### config.mk
export PLATFORM = sky130hd
export DESIGN_NAME = real_stream_tx
export DESIGN_NICKNAME = d
export VERILOG_FILES = /design/src/rtl/real_stream_tx.sv
export SDC_FILE = /design/constraint.sdc
export NUM_CORES = 1
export LEC_CHECK = 0
export CORE_UTILIZATION = 42
export DETAILED_ROUTE_END_ITERATION = 8
export PLACE_DENSITY = 0.87
export SYNTH_ARGS = -nofsm -noshare
export SYNTH_HDL_FRONTEND = slang
export SYNTH_SLANG_ARGS = --single-unit
### constraint.sdc
create_clock -name clk -period 2.42 [get_ports clk]
set_input_delay 0.726 -clock clk [delete_from_list [all_inputs] [get_ports clk]]
set_output_delay 0.726 -clock clk [all_outputs]
set_load 0.005 [all_outputs]
### src/rtl/real_stream_tx.sv
// Fixed-point real to little-endian byte stream transmitter.
// Optional header/sequence byte per word: define REAL_STREAM_TX_SEQ_EN.
module real_stream_tx #(
    parameter int IN_WIDTH  = 25,
    parameter int IN_EXP    = -9,
    parameter int OUT_WIDTH = 24,
    parameter int OUT_EXP   = -12
) (
    input  logic                clk,
    input  logic                rst,
    input  logic                in_valid,
    output logic                in_ready,
    input  logic [IN_WIDTH-1:0] in_value,
    output logic                out_valid,
    input  logic                out_ready,
    output logic [7:0]          out_data,
    output logic                out_last,
    output logic                sat_flag
);

    localparam int NBYTES = OUT_WIDTH / 8;
    localparam int S      = IN_EXP - OUT_EXP;
    localparam int SL     = (S > 0) ? S : 0;
    localparam int SR     = (S < 0) ? -S : 0;
    localparam int AW     = IN_WIDTH + SL + 1;
    localparam int CW     = ((AW > OUT_WIDTH) ? AW : OUT_WIDTH) + 1;
`ifdef REAL_STREAM_TX_SEQ_EN
    localparam int HB     = 1;
`else
    localparam int HB     = 0;
`endif
    localparam int FB     = NBYTES + HB;
    localparam int SW     = 8 * FB;
    localparam int IW     = $clog2(FB + 1);

    localparam logic signed [CW-1:0] MAXV =
        {{(CW-OUT_WIDTH+1){1'b0}}, {(OUT_WIDTH-1){1'b1}}};
    localparam logic signed [CW-1:0] MINV =
        {{(CW-OUT_WIDTH+1){1'b1}}, {(OUT_WIDTH-1){1'b0}}};

    if (OUT_WIDTH % 8 != 0) begin : g_bad_width
        $error("real_stream_tx: OUT_WIDTH must be a multiple of 8");
    end

    typedef enum logic {
        IDLE = 1'b0,
        SEND = 1'b1
    } state_t;

    state_t               r_state;
    state_t               w_next;
    logic [SW-1:0]        r_shift;
    logic [IW-1:0]        r_idx;
    logic                 r_sat;

    logic signed [AW-1:0] w_ext;
    logic signed [AW-1:0] w_al;
    logic signed [CW-1:0] w_wide;
    logic                 w_hi;
    logic                 w_lo;
    logic                 w_sat;
    logic [OUT_WIDTH-1:0] w_word;
    logic [SW-1:0]        w_frame;
    logic                 w_load;
    logic                 w_take;

    // Widen first so the left shift cannot overflow; >>> floors toward -inf.
    assign w_ext  = {{(AW-IN_WIDTH){in_value[IN_WIDTH-1]}}, in_value};
    assign w_al   = (w_ext <<< SL) >>> SR;
    assign w_wide = {{(CW-AW){w_al[AW-1]}}, w_al};
    assign w_hi   = w_wide > MAXV;
    assign w_lo   = w_wide < MINV;
    assign w_sat  = w_hi | w_lo;

    always_comb begin
        w_word = w_wide[OUT_WIDTH-1:0];
        if (w_hi)
            w_word = {1'b0, {(OUT_WIDTH-1){1'b1}}};
        else if (w_lo)
            w_word = {1'b1, {(OUT_WIDTH-1){1'b0}}};
    end

`ifdef REAL_STREAM_TX_SEQ_EN
    logic [6:0] r_seq;
    assign w_frame = {w_word, w_sat, r_seq};

    always_ff @(posedge clk) begin
        if (rst)
            r_seq <= '0;
        else if (w_load)
            r_seq <= r_seq + 7'd1;
    end
`else
    assign w_frame = w_word;
`endif

    always_ff @(posedge clk) begin
        if (rst)
            r_state <= IDLE;
        else
            r_state <= w_next;
    end

    always_comb begin
        w_next    = r_state;
        in_ready  = 1'b0;
        out_valid = 1'b0;
        out_last  = 1'b0;
        unique case (r_state)
            IDLE: begin
                in_ready = 1'b1;
                if (in_valid)
                    w_next = SEND;
            end
            SEND: begin
                out_valid = 1'b1;
                out_last  = (r_idx == IW'(FB - 1));
                if (out_ready && out_last) begin
                    in_ready = 1'b1;
                    w_next   = in_valid ? SEND : IDLE;
                end
            end
            default: w_next = IDLE;
        endcase
    end

    assign w_load = in_valid & in_ready;
    assign w_take = out_valid & out_ready;

    // Byte 0 always sits in the low byte; each accepted byte shifts down.
    always_ff @(posedge clk) begin
        if (rst) begin
            r_shift <= '0;
            r_idx   <= '0;
            r_sat   <= 1'b0;
        end else if (w_load) begin
            r_shift <= w_frame;
            r_idx   <= '0;
            if (w_sat)
                r_sat <= 1'b1;
        end else if (w_take) begin
            r_shift <= r_shift >> 8;
            r_idx   <= r_idx + IW'(1);
        end
    end

    assign out_data = r_shift[7:0];
    assign sat_flag = r_sat;

endmodule

# Word-level counts from Yosys, hierarchy flattened

Index checks and enable logic that the tools add are counted.

Bits of input ports: 29
Bits in registers: 28
Word-level logic and storage cells: 27

Reduce and logical (&&, ||, !) cells: 4
Muxes and demuxes: 11
Equality and inequality tests: 1
$lt $le $gt $ge: 2
Add/sub/neg operators: 1
Bitwise gates (word level): 4

Operators by type and width:

| operator                                                                       | count |
|---|---|
| 24-bit 2-to-1 mux                                                              | 4 |
| 28-bit by 24-bit > comparator with 1-bit output, second input constant         | 1 |
| 28-bit by 24-bit less-than comparator with 1-bit output, second input constant | 1 |
| 1-bit 2-to-1 mux                                                               | 5 |
| 1-bit one-hot mux with 2 select lines                                          | 2 |
| 2-bit by 1-bit adder with 2-bit output, second input constant                  | 1 |
| 1-bit bitwise AND                                                              | 2 |
| 2-bit equality test, second input constant                                     | 1 |
| 2-bit AND reduction                                                            | 1 |
| 2-bit nonzero test                                                             | 1 |
| 2-bit OR reduction                                                             | 1 |
| 1-bit logical AND                                                              | 1 |
| 1-bit NOT                                                                      | 1 |
| 1-bit bitwise OR                                                               | 1 |

# Longest topological paths before layout

Depth after elaboration: 6
Depth in mapped cells: 7
Gate-level depth less buffers: 7

# Least setup slack after synthesis

Ideal clock, no wire load.

Kind: in2reg
Start point: input in_value[23]
End point: register r_shift[3]
Arrival: 1.682 ns
Slack: 0.606 ns
Buffers on the path: 0
Cell stages on the path: 4
Required time: 2.287 ns
Cells stage by stage: nor4_1 > nor2_1 > nand2_1 > a31oi_1

Longest elaborated chain between the ends: 4
Elaborated cells between the ends (all ways): 5
Classes of those cells: order compare (2); mux (3)

RTL lines:

| item                                                    | line | RTL |
|---|---|---|
| start: declaration                                      | 13   | `input logic [IN_WIDTH-1:0] in_value,` |
| 28-bit by 24-bit less-than comparator with 1-bit output | 72   | `assign w_lo = w_wide < MINV;` |
| 24-bit 2-to-1 mux                                       | 79   | `else if (w_lo)` |
| 24-bit 2-to-1 mux (*)                                   | 77   | `if (w_hi)` |
| 24-bit 2-to-1 mux (*)                                   | 136  | `end else if (w_load) begin` |
| end signal: assignment                                  | 137  | `r_shift <= w_frame;` |
| end signal: assignment                                  | 142  | `r_shift <= r_shift >> 8;` |
| end: declaration                                        | 52   | `logic [SW-1:0] r_shift;` |

Mark *: on every way between the ends. The rest lies on a longest branch, timed or not.
A chain may end at the register's enable or synchronous reset.

# Worst setup path after layout

Start point: register r_idx[0]
End point: output out_last

Longest elaborated chain between the ends: 2

RTL lines:

| item                     | line | RTL |
|---|---|---|
| start: declaration       | 53   | `logic [IW-1:0] r_idx;` |
| start signal: assignment | 143  | `r_idx <= r_idx + IW'(1);` |
| 2-bit equality test      | 117  | `out_last = (r_idx == IW'(FB - 1));` |
| 1-bit 2-to-1 mux         | 109  | `unique case (r_state)` |
| end: declaration         | 17   | `output logic out_last,` |

No other way between the ends.

==> reports/summary.txt <==
Multi-input logic area -> 557 sq um
Clock Latency Late Sink -> 0.33 ns
Tot Pwr -> 1.03 mW
DRC -> 0
Post-synth cell types -> 25
Final Cell Area -> 1700 sq um
Routed Antenna Nets -> 0
Die height -> 55.7 um
Combinational Power Share -> 0.203
Buffers added on ports -> 40
Grt ovf -> 0
Pins Over Slew Limit -> 0
Non-Filler Instances -> 209
CP startpoint -> r_idx[0]$_SDFFE_PP0P_
Seq cells post-synth -> 28
Post-Synthesis Cells -> 139
Setup bufs post-CTS -> 0
CP startpoint kind -> flip-flop
Die ar. -> 3110 sq um
Io pins -> 41
DP Area -> 1640 sq um
Post-Synthesis Cell Area -> 1210 sq um
Ratio of final minimum period to clock period -> 0.953
Worst Setup End Kind -> primary output
Area growth from synthesis to layout -> 40.2%
Cell Chain, Critical Path -> inv_1 > ha_2 > and2_1 > clkdlybuf4s50_1
FF-to-FF Start -> r_idx[0]$_SDFFE_PP0P_
Internal power -> 0.780 mW
Normalized max-slew margin -> 0.676
Worst-Margin Slew -> 0.484 ns
Total Wirelength -> 2.95 mm
1st-pass router iterations -> 4
Initial Util -> 0.443
DR iter-0 viols -> 46
LEAKAGE -> 0.630 nW
Crit path max-delay family -> buffers and inverters
Top cells by area, synth -> dfxtp_1 46%, a221oi_1 7.2%, a21oi_1 5.8%
Filler cells -> 221
CP Class -> reg -> out
CTS buffer count -> 3
Global-route wire length before repair -> 4.82 mm
Initial antenna violation count -> 0
P per Cell Area -> 607 nW/um^2
Hold Crit Class -> reg -> reg
Req. time, crit path -> 1.69 ns
Min-Delay Startpoint -> sat_flag$_SDFFE_PP0P_
Area share of the largest cell type after synthesis -> 0.462
Final setup violating endpoints -> 0
ANT cells -> 0
Post-route minimum period -> 2.31 ns
Critical path fanouts, max -> 3
CP max stage delay -> 0.49 ns
Syn Nets -> 169
Vias -> 1183
CTS tree -> yes
DPL Wire Length -> 2.18 mm
Final hold violations -> 0
Buf/Inv on CP -> 2
Crit path DAT -> 1.58 ns
Most common flop cell mapped by yosys -> dfxtp_1
Post-Syn Area per Cell -> 8.72 sq um
Inst Count DP -> 205
EDFF count, synth -> 0
Slowest cell on the critical path -> clkdlybuf4s50_1
# rows -> 19
Worst VDD drop -> 0.000507 V
Number of global-route vias before repair -> 1113
Die Wd -> 55.7 um
Yosys warnings -> 0
Register area share after synthesis -> 0.462
DP Worst Slack -> -0.199 ns
Routed vias/inst -> 5.66
Clock Power Share -> 0.299
Switching power -> 0.252 mW
Fin Hold WS -> 0.465 ns
Reg power frac -> 0.499
Sink Count -> 28
Post-synth top area cell -> dfxtp_1
Pin count of the biggest net entering global routing -> 29
Sw Ratio -> 0.244
Clk slew on worst S/H paths -> 0.15 ns
Fmax -> 433 MHz
Max cap viols -> 0
Final cell utilization of the core -> 0.622
Fin worst setup slack -> 0.113 ns
Final setup TNS -> 0 ns
Final net count -> 209
Synth top cells by count -> 28 x dfxtp_1, 14 x a21oi_1, 14 x nor2_1
Reg area -> 561 sq um
Clock Path Buffers -> 2
CTS root buffer -> clkbuf_4
Gp weighted congestion -> 0.800
Clk_skew -> 0.00207 ns
Total core area -> 2730 sq um
Drt wl/cell -> 14.1 um
Share of cells above drive strength 1 -> 0.112
GRT Total Usage -> 0.196
CTS H-Tree Depth -> 1
Status -> finished clean
Count leader, synth -> dfxtp_1
Async SR Flop Fraction -> 0
Unrepaired setup endpoints after global routing -> false
## final timing paths
kind	end	slack, ns	cells past startpoint
setup / recovery	out_last	0.11	4
hold / removal	sat_flag$_SDFFE_PP0P_	0.46	2
setup reg to reg	r_shift[11]$_SDFFE_PP0P_	0.68	8
hold reg to reg	sat_flag$_SDFFE_PP0P_	0.46	2
## worst min-delay path: cells and delay by family, from the launching register on
kind,cells,cell delay (ns)
AO/OA/AOI/OAI,1,0.05
buffers and inverters,1,0.05
flip-flops,1,0.34
## cell usage in the layout (no fill, tap or decap)
master | Yosys | final
buf_4 | 8 | 10
nor3_1 | 12 | 12
o21ai_0 | 8 | 8
a22oi_1 | 7 | 7
dlymetal6s2s_1 | 0 | 1
a31oi_1 | 3 | 3
nand2_1 | 13 | 13
a211oi_2 | 0 | 1
nor2_1 | 14 | 14
clkdlybuf4s50_1 | 0 | 38
bufinv_16 | 0 | 1
inv_2 | 1 | 1
nand4_1 | 1 | 1
xnor2_1 | 1 | 1
o21a_1 | 1 | 1
mux2_2 | 1 | 1
inv_1 | 3 | 3
dfxtp_1 | 28 | 28
ha_2 | 0 | 1
clkbuf_4 | 0 | 3
nor4_1 | 1 | 1
a221oi_1 | 10 | 10
a21oi_1 | 14 | 14
a21boi_4 | 1 | 1
o41ai_4 | 1 | 1
dlygate4sd2_1 | 0 | 1
and2_1 | 2 | 2
## layer usage
metal | GRT usage | up-vias | share of wire
met1 | 0.212 | 559 | 0.42
met2 | 0.367 | 43 | 0.52
met4 | 0.0893 | 0 | 0.0068
met5 | 0 | - | 0
li1 | - | 579 | -
met3 | 0.0372 | 2 | 0.053
## sequential cells by signal, indices dropped and copies added (netlist names)
signal	cells
r_idx	2
r_shift	24
r_state	1
sat_flag	1
## power by group through the flow
stage | sequential, mW | combinational (mW) | clock [mW]
finish | 0.514 | 0.209 | 0.308
global route | 0.519 | 0.227 | 0.324
CTS | 0.514 | 0.209 | 0.308
detailed placement | 0.524 | 0.208 | 0
global placement | 0.522 | 0.201 | 0
floorplan | 0.519 | 0.111 | 0
## final cells by class
type / count / share of cell area
sequential: 28 / 0.330
timing repair buffer: 50 / 0.280
inverter: 4 / 0.00883
multi-input combinational: 92 / 0.327
clock buffer: 3 / 0.0132
clock inverter: 1 / 0.0177
tap: 31 / 0.0228
## logic make-up (layout without fill, tap and decap cells)
| family | after synthesis | count (layout) | synth area share |
|---|---|---|---|
| AO/OA/AOI/OAI | 46 | 46 | 0.272 |
| AND/OR/NAND/NOR | 43 | 43 | 0.154 |
| flip-flops | 28 | 28 | 0.462 |
| buffers and inverters | 19 | 58 | 0.0846 |
| adder cells (fa/ha/maj) | 1 | 1 | 0.0103 |
| XOR/XNOR | 1 | 1 | 0.00723 |
| multiplexers | 1 | 1 | 0.00929 |
## what timing repair did
action | 4_1_cts | 5_1_grt
hold buffers | 0 | 0
resized for setup | 1 | 2
setup endpoints to repair | 1 | 2
pin swaps | 0 | 0
Power figures use the tool's default switching activity.
